## src/rtl/instruction_loader_if.sv

```systemverilog
// Host byte stream plus instruction-memory write port of the loader.
// slave = loader side, master = host/driver side.
interface instruction_loader_if;
  logic        start;
  logic        byte_valid;
  logic [7:0]  byte_data;
  logic        byte_ready;
  logic        mem_write;
  logic [31:0] mem_addr;
  logic [31:0] mem_wdata;
  logic        cpu_hold;
  logic        done;
  logic        error;

  modport slave (
    input  start, byte_valid, byte_data,
    output byte_ready, mem_write, mem_addr, mem_wdata,
    output cpu_hold, done, error
  );

  modport master (
    output start, byte_valid, byte_data,
    input  byte_ready, mem_write, mem_addr, mem_wdata,
    input  cpu_hold, done, error
  );
endinterface

```

## src/rtl/instruction_loader.sv

```systemverilog
// Byte-stream program loader: assembles LE words and writes them
// to instruction memory while holding the core in reset.
module instruction_loader #(
  parameter int          MEM_BITS  = 12,
  parameter logic [31:0] BASE_ADDR = 32'h0
) (
  input logic           clock,
  input logic           reset_n,
  instruction_loader_if.slave bus
);

  localparam logic [2:0] S_IDLE   = 3'd0;
  localparam logic [2:0] S_LEN_LO = 3'd1;
  localparam logic [2:0] S_LEN_HI = 3'd2;
  localparam logic [2:0] S_CHECK  = 3'd3;
  localparam logic [2:0] S_DATA   = 3'd4;
  localparam logic [2:0] S_WRITE  = 3'd5;
  localparam logic [2:0] S_DONE   = 3'd6;
  localparam logic [2:0] S_ERROR  = 3'd7;

  // words that fit between BASE_ADDR and the top of memory
  localparam logic [31:0] CAP =
    (32'd1 << (MEM_BITS - 2)) - (BASE_ADDR >> 2);

  logic [2:0]  state;
  logic [15:0] len;
  logic [15:0] word_idx;
  logic [1:0]  byte_idx;
  logic [31:0] wdata;
  logic        hold;
  logic        done_q;
  logic        err_q;
  logic        ready;
  logic        xfer;
  logic        last;

  assign ready = (state == S_LEN_LO) ||
                 (state == S_LEN_HI) ||
                 (state == S_DATA);
  assign xfer  = bus.byte_valid & ready;
  assign last  = ({1'b0, word_idx} + 17'd1) == {1'b0, len};

  assign bus.byte_ready = ready;
  assign bus.mem_write  = (state == S_WRITE);
  assign bus.mem_addr   = BASE_ADDR + {14'd0, word_idx, 2'b00};
  assign bus.mem_wdata  = wdata;
  assign bus.cpu_hold   = hold;
  assign bus.done       = done_q;
  assign bus.error      = err_q;

  always_ff @(posedge clock or negedge reset_n) begin
    if (!reset_n) begin
      state    <= S_IDLE;
      len      <= '0;
      word_idx <= '0;
      byte_idx <= '0;
      wdata    <= '0;
      hold     <= 1'b0;
      done_q   <= 1'b0;
      err_q    <= 1'b0;
    end else begin
      case (state)
        S_IDLE, S_DONE, S_ERROR: begin
          if (bus.start) begin
            state    <= S_LEN_LO;
            done_q   <= 1'b0;
            err_q    <= 1'b0;
            hold     <= 1'b1;
            word_idx <= '0;
            byte_idx <= '0;
          end
        end
        S_LEN_LO: begin
          if (xfer) begin
            len[7:0] <= bus.byte_data;
            state    <= S_LEN_HI;
          end
        end
        S_LEN_HI: begin
          if (xfer) begin
            len[15:8] <= bus.byte_data;
            state     <= S_CHECK;
          end
        end
        S_CHECK: begin
          if (len == 16'd0) begin
            state  <= S_DONE;
            done_q <= 1'b1;
            hold   <= 1'b0;
          end else if ({16'd0, len} > CAP) begin
            state <= S_ERROR;
            err_q <= 1'b1;
            hold  <= 1'b0;
          end else begin
            state <= S_DATA;
          end
        end
        S_DATA: begin
          if (xfer) begin
            wdata[8*byte_idx +: 8] <= bus.byte_data;
            byte_idx <= byte_idx + 2'd1;
            if (byte_idx == 2'd3)
              state <= S_WRITE;
          end
        end
        S_WRITE: begin
          word_idx <= word_idx + 16'd1;
          if (last) begin
            state  <= S_DONE;
            done_q <= 1'b1;
            hold   <= 1'b0;
          end else begin
            state <= S_DATA;
          end
        end
        default: state <= S_IDLE;
      endcase
    end
  end

endmodule

```

## src/flat_wrapper.sv

```systemverilog
// flat-port wrapper written by rule: the top's interface ports become plain ports
module instruction_loader_flat 
#(
  parameter int          MEM_BITS  = 12,
  parameter logic [31:0] BASE_ADDR = 32'h0
)
  (clock, reset_n, bus_start, bus_byte_valid, bus_byte_data, bus_byte_ready, bus_mem_write, bus_mem_addr, bus_mem_wdata, bus_cpu_hold, bus_done, bus_error);
  instruction_loader_if bus_i ();
  input logic clock;
  input logic reset_n;
  input wire logic [$bits(bus_i.start)-1:0] bus_start;
  input wire logic [$bits(bus_i.byte_valid)-1:0] bus_byte_valid;
  input wire logic [$bits(bus_i.byte_data)-1:0] bus_byte_data;
  output wire logic [$bits(bus_i.byte_ready)-1:0] bus_byte_ready;
  output wire logic [$bits(bus_i.mem_write)-1:0] bus_mem_write;
  output wire logic [$bits(bus_i.mem_addr)-1:0] bus_mem_addr;
  output wire logic [$bits(bus_i.mem_wdata)-1:0] bus_mem_wdata;
  output wire logic [$bits(bus_i.cpu_hold)-1:0] bus_cpu_hold;
  output wire logic [$bits(bus_i.done)-1:0] bus_done;
  output wire logic [$bits(bus_i.error)-1:0] bus_error;
  assign bus_i.start = bus_start;
  assign bus_i.byte_valid = bus_byte_valid;
  assign bus_i.byte_data = bus_byte_data;
  assign bus_byte_ready = bus_i.byte_ready;
  assign bus_mem_write = bus_i.mem_write;
  assign bus_mem_addr = bus_i.mem_addr;
  assign bus_mem_wdata = bus_i.mem_wdata;
  assign bus_cpu_hold = bus_i.cpu_hold;
  assign bus_done = bus_i.done;
  assign bus_error = bus_i.error;
  instruction_loader #(.MEM_BITS(MEM_BITS), .BASE_ADDR(BASE_ADDR)) u_core (.clock(clock), .reset_n(reset_n), .bus(bus_i));
endmodule
```

## config.mk

```make
export PLATFORM = sky130hd
export DESIGN_NAME = instruction_loader_flat
export DESIGN_NICKNAME = d
export VERILOG_FILES = /design/src/rtl/instruction_loader_if.sv /design/src/rtl/instruction_loader.sv /design/src/flat_wrapper.sv
export SDC_FILE = /design/constraint.sdc
export NUM_CORES = 1
export LEC_CHECK = 0
export CORE_MARGIN = 1.5
export CORE_UTILIZATION = 40
export CTS_BUF_LIST = sky130_fd_sc_hd__clkbuf_8
export DETAILED_ROUTE_END_ITERATION = 12
export DONT_BUFFER_PORTS = 1
export SETUP_SLACK_MARGIN = 0.4
export SLEW_MARGIN = 15
export SYNTH_ARGS = -nofsm -noshare
export SYNTH_HDL_FRONTEND = slang
export SYNTH_SLANG_ARGS = --single-unit
```

## constraint.sdc

```tcl
create_clock -name clock -period 2.9 [get_ports clock]
set_input_delay 0.145 -clock clock [delete_from_list [all_inputs] [get_ports clock]]
set_output_delay 0.145 -clock clock [all_outputs]
set_load 0.01 [all_outputs]
```

==> results.ini, run 1 <==
[floorplanning]
rows=35
core_sq_um=9370
die-area_sq_um=10400
start_util=0.417
die_w_um=102
io_pins=81
fp.dieH_um=102

[timing]
finalSetupViolCount=0
layout_setup_ws_ns=0.554
rsz0062_at_grt=no
tns_ns=0
slew_headroom=0.516
drv_slew=0
fin_hold_ws_ns=0.0411
fmax_ghz=0.426
finClkSkew_ns=0.00830
min_period_ns=2.35
period_share=0.809
hold_viol_final=0
max_slew.worst_pin.slew_ns=0.720

[status]
status=complete, no violations

[global_routing]
grt_pass1_vias=2951
grt_pass1_wl_um=15500
antenna_found_initial=0
grt_max_degree=73
grt_use_total=0.194
grt_overflow=0

[cts]
clock_path_buffers=2
cts_buffers=9
clkTransAtPathRegs_ns=0.08
clock_latency_ns=0.35
cts_tree=done
htree_levels=3
cts-root-buf=clkbuf_8
clkSinkCount=72

[synthesis]
synth.avg_cell_area_sq_um=9.08
synth_top_flop_cell=dfrtp_1
ys_seq_area_frac=0.461
yosysWarnings=0
synth_edf_count=0
synthArstFlopShare=1.00
synth_cells=430
synth_seq_cells=72
synth_area_sq_um=3910
yosysUniqueCellTypes=52

[detailed_routing]
dr.pass1.iters=4
routed_wl_um=9540
drt_iter0_markers=186
drc=0
vias_per_cell=5.44
via_count=3111
ant_nets=0
drt-wirelength-per-cell_um=16.7

[run]
maxCapViolCount=0

[critical_path]
end_kind=flip-flop
critPathRequiredTime_ns=3.14
start_kind=flip-flop
crit_fanout=8
arrival_ns=2.58
path_class=flip-flop to flip-flop

[power_and_ir_drop]
irDropWorstVdd_mv=0.312
p_leak_nw=1.73
p_per_area_nw_per_um2=883

[placed_design]
place_area_sq_um=3950
port_buffers=0
gp_congestion=0.843
dp_cells=545
pre_cts_ws_ns=0.317
dp_hpwl_um=6530

[layout]
final_common_cell=nand2_1
antenna_cells=0
nets=457
fin_cells=572
layout_common_cells=nand2_1 (89), dfrtp_1 (70), o21ai_0 (60), xnor2_1 (18)
drive_gt1_frac=0.113
final_area_sq_um=4310
syn_to_final_growth_pct=10.3

[hold_path]
hold_class=input pin to flip-flop

-- path summary, 6_finish.rpt --
kind	start	end	slack [ns]	cells after the start
min in group asynchronous	reset_n	u_core.bus.mem_wdata[18]	0.36	2
max in group asynchronous	reset_n	u_core.word_idx[1]	2.24	2
hold / removal	bus_start	u_core.state[1]	0.04	3
setup / recovery	u_core.word_idx[0]	u_core.bus.cpu_hold	0.55	7
hold reg to reg	u_core.bus.mem_wdata[16]	u_core.bus.mem_wdata[16]	0.55	2
setup reg to reg	u_core.word_idx[0]	u_core.bus.cpu_hold	0.55	7
-- timing repair --
action,CTS,global route
hold endpoints to repair,120,0
pin swaps,0,2
hold buffers,10,0
buffers inserted,0,1
setup endpoints to repair,3,3
gates resized for setup,3,3
-- power breakdown --
part | switching (mW) | internal [mW]
combinational | 0.705 | 0.598
sequential | 0.430 | 1.26
clock | 0.408 | 0.406
-- layer usage --
metal,global-route usage,vias up,part of all wire
met1,0.253,1486,0.45
met3,0.0684,14,0.079
met4,0.0674,0,0.014
met5,0,-,0
li1,-,1499,-
met2,0.303,112,0.46
-- sequential cells by signal, indices dropped and copies added (netlist names) --
name / count
u_core.state: 3
u_core.bus.mem_wdata: 32
u_core.byte_idx: 2
u_core.bus.done: 1
u_core.bus.cpu_hold: 1
u_core.bus.error: 1
u_core.word_idx: 16
u_core.len: 16
-- cells in the mapped netlist (all sizes together), types with 3 or more instances --
| cell type | count | area, sq um |
|---|---|---|
| nand4 | 8 | 50.1 |
| buf | 20 | 149 |
| xnor2 | 18 | 158 |
| a21oi | 13 | 65.1 |
| inv | 8 | 30.0 |
| dfrtp | 72 | 1800 |
| o31ai | 6 | 45.0 |
| ha | 7 | 87.6 |
| xor2 | 7 | 61.3 |
| nand3 | 13 | 75.1 |
| or3 | 6 | 38.8 |
| nor3 | 10 | 55.1 |
| nor4 | 5 | 31.3 |
| nand3b | 4 | 30.0 |
| clkbuf | 12 | 45.0 |
| nor2 | 17 | 63.8 |
| o41ai | 3 | 26.3 |
| o21ai | 62 | 310 |
| nand2 | 89 | 334 |
| mux2 | 17 | 191 |
-- per-stage QoR --
step,power [mW],utilization
after floorplan,2.64,-
after global placement,2.89,0.422
after detailed placement,2.93,0.422
after CTS,3.81,0.456
after global routing,4.10,0.460
final,3.80,0.460
-- final cells by class --
cell class | instances | area [sq um]
fill | 904 | 5060
multi-input combinational | 333 | 1960
sequential | 72 | 1800
tap | 129 | 161
timing repair buffer | 14 | 148
clock buffer | 9 | 124
clock inverter | 7 | 78.8
inverter | 8 | 30.0
-- logic make-up after synthesis --
group,Yosys count,synth area share
buf+inv,40,0.0573
xor+xnor,25,0.0561
other cells,1,0.000960
simple gates,165,0.198
fa+ha+maj,7,0.0224
compound gates,103,0.155
flops,72,0.461
mux,17,0.0490
-- critical path, cell delays in order (launching register included) --
cell and delay (ns):
dfrtp_2 0.49, ha_4 0.19, nand3_4 0.11, or3_1 0.37
a2111o_1 0.43, a221oi_2 0.23, nand4_1 0.22, o21a_1 0.22
No activity file was read; power rests on OpenSTA's default activity.
==> run 2: changes to the inputs <==
==> constraint.sdc (replaced) <==
create_clock -name clock -period 1.9 [get_ports clock]
set_input_delay 0.095 -clock clock [delete_from_list [all_inputs] [get_ports clock]]
set_output_delay 0.095 -clock clock [all_outputs]
set_load 0.01 [all_outputs]
==> run 2 against run 1 <==
Effect of this change: the run now ends with negative hold slack, negative setup slack left; fmax rose by 11%; clock skew rose by 0.0022 ns; non-clock buffer count up 76; critical path type unchanged.
==> results.ini, run 2 (synthesis results as in run 1) <==
[status]
status=finished, violations left
violations=negative hold slack, negative setup slack

[detailed_routing]
dr.pass1.iters=4
routed_wl_um=11300
drc=0
drt_iter0_markers=151
drt-wirelength-per-cell_um=17.5
via_count=3497
ant_nets=0
vias_per_cell=5.40

[placed_design]
port_buffers=0
dp_cells=597
gp_congestion=0.860
dp_hpwl_um=7060
place_area_sq_um=4440

[global_routing]
grt_use_total=0.222
grt_max_degree=73
grt_pass1_vias=3446
grt_overflow=0
grt_pass1_wl_um=17600
antenna_found_initial=0

[critical_path]
end_kind=flip-flop
slowest_delay_ns=0.43
crit_fanout=6
start_kind=flip-flop
path_class=flip-flop to flip-flop
crit_chain=ha_4, nand3_4, buf_4, nor4_4, buf_4, or3_1, a41oi_2, nand4_1, o21a_1
critPathRequiredTime_ns=2.14
arrival_ns=2.35
crit_top_cell=buf_4
slowest_stage=dfrtp_2

[cts]
cts_hold_buf=9
clock_path_buffers=2
cts_tree=done
htree_levels=3
cts-root-buf=clkbuf_8
clock_latency_ns=0.35
clkTransAtPathRegs_ns=0.08
clkSinkCount=72
cts_buffers=9

[timing]
layout_setup_ws_ns=-0.219
period_share=1.12
max_slew.worst_pin.slew_ns=0.526
slew_headroom=0.647
drv_slew=0
min_period_ns=2.12
rsz0062_at_grt=yes
hold_viol_final=72
fmax_ghz=0.472
finalSetupViolCount=3
finClkSkew_ns=0.0105
fin_hold_ws_ns=-0.563

[floorplanning]
die_w_um=102
fp.dieH_um=102
core_sq_um=9370
die-area_sq_um=10400
io_pins=81
rows=35
start_util=0.417

[layout]
multi_input_comb_area_sq_um=2320
drive_gt1_frac=0.347
layout_common_cells=nand2_1 (81), buf_4 (69), dfrtp_1 (64), o21ai_0 (34), o21ai_1 (21)
syn_to_final_growth_pct=35.7
largest_reg_flops=32
final_common_cell=nand2_1
nets=534
final_area_sq_um=5300
fill_cells=861
final_core_util=0.565
seq_area_sq_um=1810
antenna_cells=0
fin_cells=648

[run]
maxCapViolCount=0

[hold_path]
hold_class=input pin to asynchronous set/reset pin

[power_and_ir_drop]
p_per_area_nw_per_um2=1360
p_leak_nw=2.27
irDropWorstVdd_mv=0.619

[run 2: cell types whose count changed in the layout (fill, tap and decap cells not counted), moves of 6 or more]
| cell | delta |
|---|---|
| buf_4 | +65 |
| o21ai_0 | -26 |
| o21ai_1 | +19 |
| nand2_1 | -8 |
| buf_6 | +7 |
| dfrtp_1 | -6 |
| dfrtp_2 | +6 |
[run 2: timing repair]
action                                 4_1_cts  5_1_grt
gates resized for setup                     43       59
pin swaps                                   14       19
cloned                                       1        0
endpoints found under the hold margin      121       72
buffers inserted                            12       14
setup endpoints to repair                   71       61
[run 2: final cells by class]
class	instances	share of cell area
Clock buffer	9	0.0234
Clock inverter	6	0.0130
Inverter	8	0.00661
Multi-Input combinational cell	334	0.437
Sequential cell	72	0.342
Tap cell	129	0.0305
Timing Repair Buffer	90	0.148
[run 2: stage by stage]
stage	setup TNS (ns)	setup WS [ns]	power, mW
after global routing	-0.684	-0.290	7.68
after detailed placement	-0.553	-0.243	4.95
after CTS	-0.472	-0.220	6.68
after global placement	-0.335	-0.171	4.87
final	-0.464	-0.219	7.21
after floorplan	-0.117	-0.107	4.23
[run 2: critical path, delay by kind of cell (launching register included)]
family                     cells  cell delay [ns]
AOI/OAI and AO/OA              2             0.42
adders and majority gates      1             0.18
buffers and inverters          2             0.31
DFF                            1             0.43
and+or+nand+nor                4             0.67
[run 2: metal layers]
| metal | up-vias | wire (um) | track usage |
|---|---|---|---|
| met5 | - | 0 | 0 |
| li1 | 1648 | - | - |
| met4 | 0 | 170 | 0.0548 |
| met3 | 17 | 817 | 0.0670 |
| met1 | 1707 | 4660 | 0.287 |
| met2 | 125 | 5660 | 0.369 |
[run 2: path summary, 6_finish.rpt]
check / start / end / slack, ns / cells past startpoint
setup reg to reg: u_core.word_idx[0] / u_core.bus.cpu_hold / -0.22 / 9
setup / recovery: u_core.word_idx[0] / u_core.bus.cpu_hold / -0.22 / 9
max in group asynchronous: reset_n / u_core.word_idx[9] / 2.33 / 0
min in group clock: bus_start / u_core.state[2] / 0.04 / 3
hold reg to reg: u_core.bus.mem_wdata[7] / u_core.bus.mem_wdata[7] / 0.55 / 2
hold / removal: reset_n / u_core.word_idx[14] / -0.56 / 0
[run 2: power by group]
| part | total [mW] | internal [mW] | leakage, nW | switching, mW |
|---|---|---|---|---|
| combinational | 3.51 | 1.76 | 1.23 | 1.75 |
| clock | 1.22 | 0.606 | 0.0957 | 0.611 |
| sequential | 2.49 | 1.93 | 0.945 | 0.557 |
| total | 7.21 | 4.30 | 2.27 | 2.91 |
